--- config.mk ---
export PLATFORM = sky130hd
export DESIGN_NAME = keypad_bcd_encoder
export DESIGN_NICKNAME = d
export VERILOG_FILES = /design/src/rtl/keypad_bcd_encoder_pkg.sv /design/src/rtl/keypad_bcd_encoder_sync2.sv /design/src/rtl/keypad_bcd_encoder.sv
export SDC_FILE = /design/constraint.sdc
export NUM_CORES = 1
export LEC_CHECK = 0
export ABC_AREA = 1
export BUFFER_PORTS_ARGS = -buffer_cell sky130_fd_sc_hd__buf_2
export CAP_MARGIN = 20
export CORE_MARGIN = 2
export CORE_UTILIZATION = 50
export CTS_CLUSTER_SIZE = 14
export DETAILED_ROUTE_END_ITERATION = 7
export PLACE_DENSITY_LB_ADDON = 0.3
export SYNTH_ARGS = -nofsm -noshare
export SYNTH_HDL_FRONTEND = slang
export SYNTH_HIERARCHICAL = 1
export SYNTH_SLANG_ARGS = --single-unit
export TNS_END_PERCENT = 50
--- constraint.sdc ---
create_clock -name clk -period 2.96 [get_ports clk]
set_input_delay 0.592 -clock clk [delete_from_list [all_inputs] [get_ports clk]]
set_output_delay 0.592 -clock clk [all_outputs]
set_load 0.01 [all_outputs]
--- src/rtl/keypad_bcd_encoder_pkg.sv ---
// Shared definitions for the keypad encoder: key codes, scan FSM states and
// the (row, column) to key-code mapping of the 4x3 front-panel keypad.
package keypad_pkg;

    localparam logic [3:0] KEY_CLEAR = 4'hA;
    localparam logic [3:0] KEY_START = 4'hB;

    typedef enum logic [1:0] {
        SCAN     = 2'd0,
        DEBOUNCE = 2'd1,
        HELD     = 2'd2
    } state_t;

    // Rows 0-2 hold digits 1-9 left to right; row 3 is '*', '0', '#'.
    function automatic logic [3:0] key_code(input logic [1:0] row, input logic [1:0] col);
        logic [3:0] code;
        if (row == 2'd3) begin
            case (col)
                2'd0:    code = KEY_CLEAR;
                2'd1:    code = 4'd0;
                default: code = KEY_START;
            endcase
        end else begin
            code = ({2'b00, row} * 4'd3) + {2'b00, col} + 4'd1;
        end
        return code;
    endfunction

    function automatic logic [2:0] col_drive(input logic [1:0] col);
        logic [2:0] drive;
        case (col)
            2'd0:    drive = 3'b110;
            2'd1:    drive = 3'b101;
            default: drive = 3'b011;
        endcase
        return drive;
    endfunction

    function automatic logic [1:0] col_inc(input logic [1:0] col);
        logic [1:0] nxt;
        case (col)
            2'd0:    nxt = 2'd1;
            2'd1:    nxt = 2'd2;
            default: nxt = 2'd0;
        endcase
        return nxt;
    endfunction

endpackage

--- src/rtl/keypad_bcd_encoder_sync2.sv ---
// Parameterised-width two-flop synchronizer for bringing asynchronous
// inputs into the clk domain; RESET_VAL sets the idle level.
module sync2 #(
    parameter int               WIDTH     = 1,
    parameter logic [WIDTH-1:0] RESET_VAL = '0
) (
    input  logic             clk,
    input  logic             rst_n,
    input  logic [WIDTH-1:0] d,
    output logic [WIDTH-1:0] q
);

    logic [WIDTH-1:0] meta_r;
    logic [WIDTH-1:0] sync_r;

    // Two-stage capture of the asynchronous input.
    always_ff @(posedge clk or negedge rst_n) begin
        if (!rst_n) begin
            meta_r <= RESET_VAL;
            sync_r <= RESET_VAL;
        end else begin
            meta_r <= d;
            sync_r <= meta_r;
        end
    end

    assign q = sync_r;

endmodule

--- src/rtl/keypad_bcd_encoder.sv ---
// Keypad scanner/encoder: drives one column low at a time, debounces a single
// pressed key and its release, and emits one BCD code per accepted press.
module keypad_bcd_encoder
    import keypad_pkg::*;
#(
    parameter int SCAN_DIV         = 1000,
    parameter int DEBOUNCE_SAMPLES = 4
) (
    input  logic       clk,
    input  logic       rst_n,
    input  logic [3:0] row_n,
    output logic [2:0] col_n,
    output logic [3:0] bcd,
    output logic       key_valid,
    output logic       key_held,
    output logic       is_digit
);

    localparam int CW = $clog2(SCAN_DIV);
    localparam int MW = $clog2(DEBOUNCE_SAMPLES + 1);

    state_t          state_r, state_s;
    logic [1:0]      col_r, col_s;
    logic [2:0]      col_n_r;
    logic [CW-1:0]   cnt_r, cnt_s;
    logic [MW-1:0]   match_r, match_s;
    logic [MW-1:0]   rel_r, rel_s;
    logic [1:0]      cap_row_r, cap_row_s;
    logic [3:0]      bcd_r, bcd_s;
    logic            key_valid_r, key_valid_s;
    logic            key_held_r, key_held_s;
    logic            is_digit_r, is_digit_s;

    logic [3:0]      row_sync_s;
    logic            sample_s;
    logic            one_low_s;
    logic [1:0]      low_idx_s;
    logic [3:0]      cap_low_s;
    logic [3:0]      code_s;

    sync2 #(
        .WIDTH     (4),
        .RESET_VAL (4'hF)
    ) u_row_sync (
        .clk   (clk),
        .rst_n (rst_n),
        .d     (row_n),
        .q     (row_sync_s)
    );

    // Row decode: a capture needs exactly one row low, anything else is ignored.
    always_comb begin
        one_low_s = 1'b1;
        low_idx_s = 2'd0;
        case (row_sync_s)
            4'b1110: low_idx_s = 2'd0;
            4'b1101: low_idx_s = 2'd1;
            4'b1011: low_idx_s = 2'd2;
            4'b0111: low_idx_s = 2'd3;
            default: one_low_s = 1'b0;
        endcase
    end

    assign sample_s  = (cnt_r == CW'(SCAN_DIV - 1));
    assign cap_low_s = 4'b0001 << cap_row_r;
    assign code_s    = key_code(cap_row_r, col_r);

    // Scan / debounce / held next-state and output logic.
    always_comb begin
        state_s     = state_r;
        col_s       = col_r;
        cnt_s       = sample_s ? '0 : cnt_r + CW'(1);
        match_s     = match_r;
        rel_s       = rel_r;
        cap_row_s   = cap_row_r;
        bcd_s       = bcd_r;
        is_digit_s  = is_digit_r;
        key_valid_s = 1'b0;
        key_held_s  = key_held_r;
        case (state_r)
            SCAN: begin
                if (sample_s && one_low_s) begin
                    state_s   = DEBOUNCE;
                    cap_row_s = low_idx_s;
                    match_s   = MW'(1);
                end else if (sample_s) begin
                    col_s = col_inc(col_r);
                end else begin
                    state_s = SCAN;
                end
            end
            DEBOUNCE: begin
                // Acceptance happens on the clock after the final matching sample.
                if (match_r == MW'(DEBOUNCE_SAMPLES)) begin
                    state_s     = HELD;
                    bcd_s       = code_s;
                    is_digit_s  = (code_s < 4'd10);
                    key_valid_s = 1'b1;
                    key_held_s  = 1'b1;
                    match_s     = '0;
                    rel_s       = '0;
                end else if (sample_s && (row_sync_s == ~cap_low_s)) begin
                    match_s = match_r + MW'(1);
                end else if (sample_s) begin
                    state_s = SCAN;
                    col_s   = col_inc(col_r);
                    match_s = '0;
                end else begin
                    state_s = DEBOUNCE;
                end
            end
            HELD: begin
                if (sample_s && row_sync_s[cap_row_r]) begin
                    if (rel_r == MW'(DEBOUNCE_SAMPLES - 1)) begin
                        state_s    = SCAN;
                        col_s      = col_inc(col_r);
                        key_held_s = 1'b0;
                        rel_s      = '0;
                    end else begin
                        rel_s = rel_r + MW'(1);
                    end
                end else if (sample_s) begin
                    rel_s = '0;
                end else begin
                    state_s = HELD;
                end
            end
            default: begin
                state_s    = SCAN;
                col_s      = 2'd0;
                match_s    = '0;
                rel_s      = '0;
                key_held_s = 1'b0;
            end
        endcase
    end

    // State, counters and registered outputs.
    always_ff @(posedge clk or negedge rst_n) begin
        if (!rst_n) begin
            state_r     <= SCAN;
            col_r       <= 2'd0;
            col_n_r     <= 3'b110;
            cnt_r       <= '0;
            match_r     <= '0;
            rel_r       <= '0;
            cap_row_r   <= 2'd0;
            bcd_r       <= 4'd0;
            key_valid_r <= 1'b0;
            key_held_r  <= 1'b0;
            is_digit_r  <= 1'b0;
        end else begin
            state_r     <= state_s;
            col_r       <= col_s;
            col_n_r     <= col_drive(col_s);
            cnt_r       <= cnt_s;
            match_r     <= match_s;
            rel_r       <= rel_s;
            cap_row_r   <= cap_row_s;
            bcd_r       <= bcd_s;
            key_valid_r <= key_valid_s;
            key_held_r  <= key_held_s;
            is_digit_r  <= is_digit_s;
        end
    end

    assign col_n     = col_n_r;
    assign bcd       = bcd_r;
    assign key_valid = key_valid_r;
    assign key_held  = key_held_r;
    assign is_digit  = is_digit_r;

endmodule

==> metrics.cfg <==
[floorplan]
die_h_um=71.5
die_w_um=71.5
io_pins=16
core_area_sq_um=4380
fp.dieArea_sq_um=5120
rows=24
start_util_pct=52.0

[yosys]
syn_area_per_cell_sq_um=7.98
syn_nets=305
netlist_area_sq_um=2280
synth_top_area_cell=dfrtp_1
synth_area_leaders=dfrtp_1 33%, nand2_1 15%, dfstp_2 12%
yosysSeqAreaShare_pct=44.4
synthCells=286
ys.flop_type=dfrtp_1
netlist-cell-type-count=33
synth.most_common_cell=nand2_1
async_reset_ff_share_pct=100
yosysWarnings=6
synth.top_cell.area_share_pct=32.9
synth_common_cells=90 x nand2_1, 36 x inv_1, 30 x dfrtp_1
synth_edf_count=0
ys_seq_elements=40

[setup_path]
slowest_stage=dfrtp_1
cp-end-kind=register
slowest_delay_ns=0.53
path_class=register to register
startpoint=cap_row_r[0]
path_cells=inv_1 > ha_1 > nand2_1 > nand2_1 > nor2_1 > nand3_1 > nand2_1 > nand2_1 > nand2_1 > nor2_1 > nor2_4 > nand2_1
reg2reg_depth=12
worstPathRequired_ns=3.15
critPathLaunchType=register
reg2reg_setup_slack_ns=0.75
crit_top_cell=nand2_1
r2r-end=col_n[0]
crit_fanout=9
reg2reg_from=cap_row_r[0]
crit_end=col_n[0]
arrival_ns=2.40

[timing]
max_freq_ghz=0.453
setup_tns_ns=0
hold_violations=0
worst_pin_slew_ns=0.859
slew_headroom_pct=42.7
post-route-min-period_ns=2.21
setup_violations=0
period_share_pct=74.6
skew_ns=0.00580
slew_violations=0
rsz0062_at_grt=false

[cts]
cts_sinks=40
cts_resized=0
clkTransAtPathRegs_ns=0.08
cts_tree=yes
cts-buffers-inserted=5
post-cts-setup-buffers=0
htree_levels=2
cts_root_buf=clkbuf_8
cts_hold_buf=0
insertion_delay_ns=0.30
cts_max_path_buffers=2

[finish]
diodes=0
stdcell_count=360
drive_above_1_share_pct=17.2
fill_cells=410
layout.nets=326
area_growth_pct=11.0

[grt]
grt_pass1_wl_mm=8.27
grt_usage_pct=20.6
grt.overflow.total=0
grt_pass1_vias=1863
antenna_found_initial=0
grt_max_degree=41

[power_and_ir_drop]
vdd_drop_max_v=0.000221
powerDensity_nw_per_um2=427
power_leakage_nw=1.38

[min_path]
hold_path.class=register to register
holdPathStages=0

[drt]
post_drt_wl_per_cell_um=12.4
detail-route-antenna-nets=0
vias=1864
routed_wirelength_mm=4.47
viasPerCell=5.18
route.detailed.drc=0
dr.pass1.iters=4
drt-initial-drc-count=118

[outcome]
outcome=complete, no violations

[placed_design]
io_buffers=15
dp_hpwl_mm=3.17
routabilityCongestion=0.813
dp.cells=352

[run]
cap_violations=0

==> worst max-delay path, delay by kind of cell (launching register included) <==
family        cells  cell delay (ns)
simple gates     10             1.11
flops             1             0.53
fa+ha+maj         1             0.25
buf+inv           1             0.21
==> cells by family after synthesis <==
group / after synthesis / share of synthesized area (%)
compound gates: 34 / 8.34
simple gates: 155 / 30.8
flops: 40 / 44.4
xor+xnor: 4 / 1.54
fa+ha+maj: 13 / 7.79
buf+inv: 40 / 7.08
==> sequential cells by signal, indices dropped and copies added (netlist names) <==
register,count
bcd,4
rel_r,3
state_r,2
cnt_r,10
cap_row_r,2
key_valid,1
u_row_sync/q,4
col_n,3
col_r,2
is_digit,1
u_row_sync/meta_r,4
match_r,3
key_held,1
==> report_power, final <==
part | switching [mW] | total [mW] | leakage (nW) | internal [mW]
registers | 0.00481 | 0.561 | 0.510 | 0.556
clock network | 0.191 | 0.489 | 0.0645 | 0.297
logic | 0.0237 | 0.0318 | 0.808 | 0.00809
total | 0.220 | 1.08 | 1.38 | 0.862
==> how the worst min path moves through the flow <==
stage                         start         endpoint  slack [ns]
2_1_floorplan                 rst_n           bcd[0]        0.30
3_3_place_gp   u_row_sync/meta_r[0]  u_row_sync/q[0]        0.35
3_5_place_dp   u_row_sync/meta_r[2]  u_row_sync/q[2]        0.35
4_1_cts        u_row_sync/meta_r[3]  u_row_sync/q[3]        0.36
5_1_grt        u_row_sync/meta_r[3]  u_row_sync/q[3]        0.37
6_report       u_row_sync/meta_r[3]  u_row_sync/q[3]        0.36
==> metrics by stage <==
stage               area [sq um]  setup WS, ns  total power [mW]  util, %  hold WS [ns]
finish                      2530         0.753              1.08     57.8         0.359
global route                2530         0.552              1.12     57.8         0.366
CTS                         2530         0.798              1.10     57.8         0.360
detailed placement          2410         0.813             0.603     54.9         0.347
global placement            2410         0.865             0.603     54.9         0.346
floorplan                   2280          1.08             0.584        -         0.296
==> area by class of cell <==
type	count	area (sq um)	share of cell area, %
timing repair buffer	15	75.1	2.96
inverter	39	146	5.78
multi-input combinational	206	1110	43.7
clock buffer	7	96.3	3.80
sequential	40	1010	40.0
tap	52	65.1	2.57
clock inverter	1	30.0	1.19
==> per-layer routing <==
metal	part of all wire (%)	global-route usage [%]	up-vias
li1	-	-	946
met1	49	28.2	874
met2	45	31.2	35
met3	4.0	4.92	9
met4	2.0	9.01	0
met5	0	0	-
==> cells in the final DEF, fill, tap and decap left out, drive strengths merged, types with 2 or more instances in the layout <==
cell and count:
a21oi 15, buf 15, clkbuf 7, dfrtp 30, dfstp 10, fa 2
ha 11, inv 39, nand2 95, nand3 17, nand3b 2, nand4 3
nor2 30, nor3 6, o21ai 13, xor2 3
(Power assumes the default switching activity.)
